===== src/rtl/in_port_pkg.sv =====
// Shared constants and types for the in_port_array input-port block.
package in_port_pkg;

  localparam int DEFAULT_DATA_W = 8;
  localparam int DEFAULT_NUM_CH = 4;

  // Which source a read selects.
  typedef enum logic [1:0] {
    RD_CHAN   = 2'd0,
    RD_STATUS = 2'd1,
    RD_NONE   = 2'd2
  } rdKind_t;

  // The status word sits directly after the last channel.
  function automatic int statusOfs(input int numCh);
    return numCh;
  endfunction

endpackage


===== src/rtl/in_port_sync.sv =====
// One input channel: optional synchroniser (IN_PORT_SYNC_EN), cur/prev
// registers and a sticky change flag where a new change beats a clear.
module in_port_sync
  import in_port_pkg::*;
#(
  parameter int DATA_W = DEFAULT_DATA_W
) (
  input  logic              clk,
  input  logic              Reset,
  input  logic [DATA_W-1:0] din,
  input  logic              clr,
  output logic [DATA_W-1:0] cur,
  output logic              chg
);

  logic [DATA_W-1:0] curR;
  logic [DATA_W-1:0] prevR;
  logic              chgR;
`ifdef IN_PORT_SYNC_EN
  logic [DATA_W-1:0] syncR;
`endif

  // Channel state: capture input, age cur into prev, track the sticky change flag.
  always_ff @(posedge clk) begin
    if (Reset) begin
`ifdef IN_PORT_SYNC_EN
      syncR <= {DATA_W{1'b0}};
`endif
      curR  <= {DATA_W{1'b0}};
      prevR <= {DATA_W{1'b0}};
      chgR  <= 1'b0;
    end else begin
`ifdef IN_PORT_SYNC_EN
      // curR doubles as the second synchroniser stage.
      syncR <= din;
      curR  <= syncR;
`else
      curR  <= din;
`endif
      prevR <= curR;
      chgR  <= (curR != prevR) | (chgR & ~clr);
    end
  end

  assign cur = curR;
  assign chg = chgR;

endmodule


===== src/rtl/in_port_array.sv =====
// Memory-mapped array of NUM_CH input ports with sticky change flags, a status
// word and a masked change interrupt. Build option: IN_PORT_SYNC_EN.
module in_port_array
  import in_port_pkg::*;
#(
  parameter int                DATA_W    = DEFAULT_DATA_W,
  parameter int                NUM_CH    = DEFAULT_NUM_CH,
  parameter int                ADDR_W    = 8,
  parameter logic [ADDR_W-1:0] BASE_ADDR = '0
) (
  input  logic                     clk,
  input  logic                     Reset,
  input  logic                     INportRead,
  input  logic [ADDR_W-1:0]        Address,
  input  logic [NUM_CH*DATA_W-1:0] InpExtWorld,
  input  logic [NUM_CH-1:0]        IrqMask,
  output logic [DATA_W-1:0]        Dataout,
  output logic                     DataValid,
  output logic                     ChangeIrq
);

  localparam int STATUS_OFS = statusOfs(NUM_CH);
  localparam logic [ADDR_W-1:0] STATUS_ADDR = ADDR_W'(int'(BASE_ADDR) + STATUS_OFS);

  if ((NUM_CH < 1) || (NUM_CH > 16)) begin : gBadNumCh
    $error("in_port_array: NUM_CH must be in 1..16");
  end
  if ((int'(BASE_ADDR) + STATUS_OFS) > ((2 ** ADDR_W) - 1)) begin : gBadAddr
    $error("in_port_array: BASE_ADDR+NUM_CH wraps the address space");
  end

  logic [DATA_W-1:0] curAll [NUM_CH];
  logic [NUM_CH-1:0] chgVec;
  logic [NUM_CH-1:0] clrVec;
  logic [NUM_CH-1:0] hitVec;
  logic [DATA_W-1:0] chanData;
  logic [DATA_W-1:0] statusWord;
  rdKind_t           rdKind;

  logic [DATA_W-1:0] dataoutR;
  logic              dataValidR;
  logic              changeIrqR;

  for (genvar k = 0; k < NUM_CH; k++) begin : gCh
    in_port_sync #(.DATA_W(DATA_W)) uSync (
      .clk  (clk),
      .Reset(Reset),
      .din  (InpExtWorld[k*DATA_W +: DATA_W]),
      .clr  (clrVec[k]),
      .cur  (curAll[k]),
      .chg  (chgVec[k])
    );
  end

  // Address decode: channel hits, flag clears, selected data and status word.
  always_comb begin
    hitVec     = {NUM_CH{1'b0}};
    clrVec     = {NUM_CH{1'b0}};
    chanData   = {DATA_W{1'b0}};
    statusWord = DATA_W'(chgVec);
    for (int k = 0; k < NUM_CH; k++) begin
      hitVec[k] = (Address == ADDR_W'(int'(BASE_ADDR) + k));
      clrVec[k] = INportRead & hitVec[k] & ~Reset;
      chanData  = chanData | (hitVec[k] ? curAll[k] : {DATA_W{1'b0}});
    end
    if (|hitVec) begin
      rdKind = RD_CHAN;
    end else if (Address == STATUS_ADDR) begin
      rdKind = RD_STATUS;
    end else begin
      rdKind = RD_NONE;
    end
  end

  // Registered read port and interrupt output.
  always_ff @(posedge clk) begin
    if (Reset) begin
      dataoutR   <= {DATA_W{1'b0}};
      dataValidR <= 1'b0;
      changeIrqR <= 1'b0;
    end else begin
      dataValidR <= INportRead;
      changeIrqR <= |(chgVec & IrqMask);
      if (INportRead) begin
        case (rdKind)
          RD_CHAN:   dataoutR <= chanData;
          RD_STATUS: dataoutR <= statusWord;
          default:   dataoutR <= {DATA_W{1'b0}};
        endcase
      end else begin
        dataoutR <= dataoutR;
      end
    end
  end

  assign Dataout   = dataoutR;
  assign DataValid = dataValidR;
  assign ChangeIrq = changeIrqR;

endmodule


===== config.mk =====
export PLATFORM = sky130hd
export DESIGN_NAME = in_port_array
export DESIGN_NICKNAME = d
export VERILOG_FILES = /design/src/rtl/in_port_pkg.sv /design/src/rtl/in_port_sync.sv /design/src/rtl/in_port_array.sv
export SDC_FILE = /design/constraint.sdc
export NUM_CORES = 1
export LEC_CHECK = 0
export CAP_MARGIN = 20
export CORE_MARGIN = 2
export CORE_UTILIZATION = 50
export DETAILED_ROUTE_END_ITERATION = 6
export PLACE_DENSITY = 0.78
export SETUP_SLACK_MARGIN = 0.05
export SLEW_MARGIN = 20
export SYNTH_ARGS = -nofsm -noshare
export SYNTH_HDL_FRONTEND = slang
export SYNTH_HIERARCHICAL = 1
export SYNTH_SLANG_ARGS = --single-unit
export TNS_END_PERCENT = 10

===== constraint.sdc =====
create_clock -name clk -period 1.9 [get_ports clk]
set_input_delay 0.19 -clock clk [delete_from_list [all_inputs] [get_ports clk]]
set_output_delay 0.19 -clock clk [all_outputs]
set_load 0.02 [all_outputs]

==> out/results.ini <==
[status]
status=finished, final reports clean

[yosys]
ys_seq_elements=78
yosys.area.top_type=dfxtp_1
synthCells=235
yosysWarningCount=6
synth_cell_types=25
ys_seq_area_share_pct=55.7
syn_avg_cell_area_sq_um=11.9
syn_nets=282
synth_top_area_share_pct=55.7
synth.area.top_cells=dfxtp_1 56%, nor2b_1 15%, xor2_1 10%
synthesis.area_sq_um=2800
async_flop_share_pct=0
synth_edf_count=0
synth_flop_cell=dfxtp_1

[floorplan]
die-area_sq_um=6220
rows=27
start_util_pct=51.2
ioPinCount=57
die_w_um=78.9
design.core.area_sq_um=5470
die_h_um=78.9

[min_path]
hp-class=in -> reg

[routing]
drt-pass1-iter-count=4
wl_per_cell_um=14.1
ant_nets=0
drt-total-wl_um=5420
vias=1880
vias_per_cell=4.91
drt_iter0_markers=78
route.detailed.drc=0

[clock_tree]
clkLatencyLatePin_ns=0.34
cts_max_level=3
cts_setup_buffers=0
cts_root_buf=clkbuf_8
cts_sinks=78
cts.repair.resized=0
path_clk_slew_ns=0.07
ctsHoldBuffers=0
cts_buffer_depth=2
cts_tree=built
numCtsBuffers=9

[placed_design]
gp_congestion=0.815
dpl.hpwl_um=3800
post-place-cells=367
io_buffers=56

[grt]
grt_pass1_wl_um=8630
antenna_found_initial=0
grt_max_degree=71
gr-total-overflow=0
grt_pass1_vias=1840
grt_use_total_pct=18.5

[critical_path]
worstSetupPathType=in -> reg
end_kind=flop
crit_required_ns=2.09
cp-start-kind=input pin
worst-path-max-fanout=7
cp.arrival_ns=1.94

[sta]
relSlewSlack_pct=54.9
clock-skew-final_ns=0.00706
rsz0062_at_grt=no
final_hold_viol_count=0
setup_viol=0
worst_pin_slew_ns=0.677
finalCriticalPeriod_ns=1.75
fmax_mhz=572
tns_ns=0
post-route-period-util_pct=92.0
finalMaxSlewViolations=0

[power]
p_per_area_nw_per_um2=928
ir_worst_vdd_mv=0.575
power.leakage_nw=1.58

[cells_and_area]
n_antenna_cell=0
final_nets=353
layoutNonFillerInstCount=383
drive_gt1_share_pct=12.9
syn_to_final_growth_pct=33.3

[run]
cap_violations=0

per-stage QoR:
| stage | setup WS (ns) | total power [mW] | area (sq um) | hold WS [ns] | util (%) |
|---|---|---|---|---|---|
| after floorplan | 0.289 | 1.94 | 2800 | 0.259 | - |
| after global placement | -0.165 | 2.10 | 3500 | 0.469 | 63.9 |
| after detailed placement | -0.208 | 2.10 | 3500 | 0.473 | 63.9 |
| after CTS | 0.112 | 3.50 | 3730 | 0.351 | 68.2 |
| after global routing | 0.0577 | 3.60 | 3740 | 0.390 | 68.3 |
| final | 0.152 | 3.47 | 3740 | 0.367 | 68.3 |
path summary, 6_finish.rpt:
path | startpoint | to | slack (ns) | cells past startpoint
worst max register to register | gCh[0].uSync/cur[3] | Dataout[3] | 0.58 | 2
worst max-delay path | INportRead | gCh[0].uSync/chg | 0.15 | 7
worst min-delay path | Reset | Dataout[5] | 0.37 | 3
worst min register to register | Dataout[5] | Dataout[5] | 0.49 | 1
metal layers:
layer  global-route usage, %  wire length (um)  vias up
met5                       0                 0        -
met4                    7.76                92        0
li1                        -                 -      924
met2                    29.8              2540       74
met3                    5.91               394       13
met1                    23.0              2390      869
synth_stat cells, drive strengths merged, types with 4 or more instances:
library cell,number
dfxtp,78
nor2b,65
xor2,32
mux4,8
buf,7
a21oi,5
nor3,5
nor4,5
a221o,4
a22o,4
a31oi,4
and2,4
inv,4
power breakdown:
group          switching, mW  internal [mW]  leakage, nW
registers             0.0556           1.71        0.645
clock network          0.555          0.846        0.120
logic                  0.107          0.195        0.813
cells in the final DEF (no fill, tap or decap), types with 2 or more instances in the layout:
cell type	count
and3b_1	2
xor2_1	32
nor3_1	4
dfxtp_1	78
a22o_1	4
inv_1	4
a221o_1	4
clkdlybuf4s50_1	55
bufinv_16	2
buf_4	10
nor4_1	4
a21oi_1	5
clkbuf_8	12
mux4_2	8
a22oi_1	2
a31oi_1	4
nor2b_1	65
and2_1	4
registers in the layout, summed over array words and instances, names as in the netlist:
signal,cells
ChangeIrq,1
DataValid,1
Dataout,8
gCh.uSync/chg,4
gCh.uSync/cur,32
gCh.uSync/prevR,32
logic make-up after synthesis:
family          Yosys count  synth area share (%)
flops                    78                  55.7
simple gates             87                  20.8
buf+inv                  11                  2.10
compound gates           19                  5.00
xor+xnor                 32                  10.0
mux                       8                  6.43
final cells by class:
type	instances	area [sq um]
fill	413	1740
sequential	78	1560
multi-input combinational	146	1190
timing repair buffer	67	651
clock buffer	13	169
tap	72	90.1
clock inverter	3	65.1
inverter	4	15.0
worst max-delay path, stage by stage:
cell and delay [ns]:
clkdlybuf4s50_1 0.48, or4b_4 0.49, nor3_4 0.27, nor3b_2 0.23, inv_1 0.06, a21oi_1 0.13, a31oi_1 0.09
Note: power is estimated with default switching activity, not from simulation.
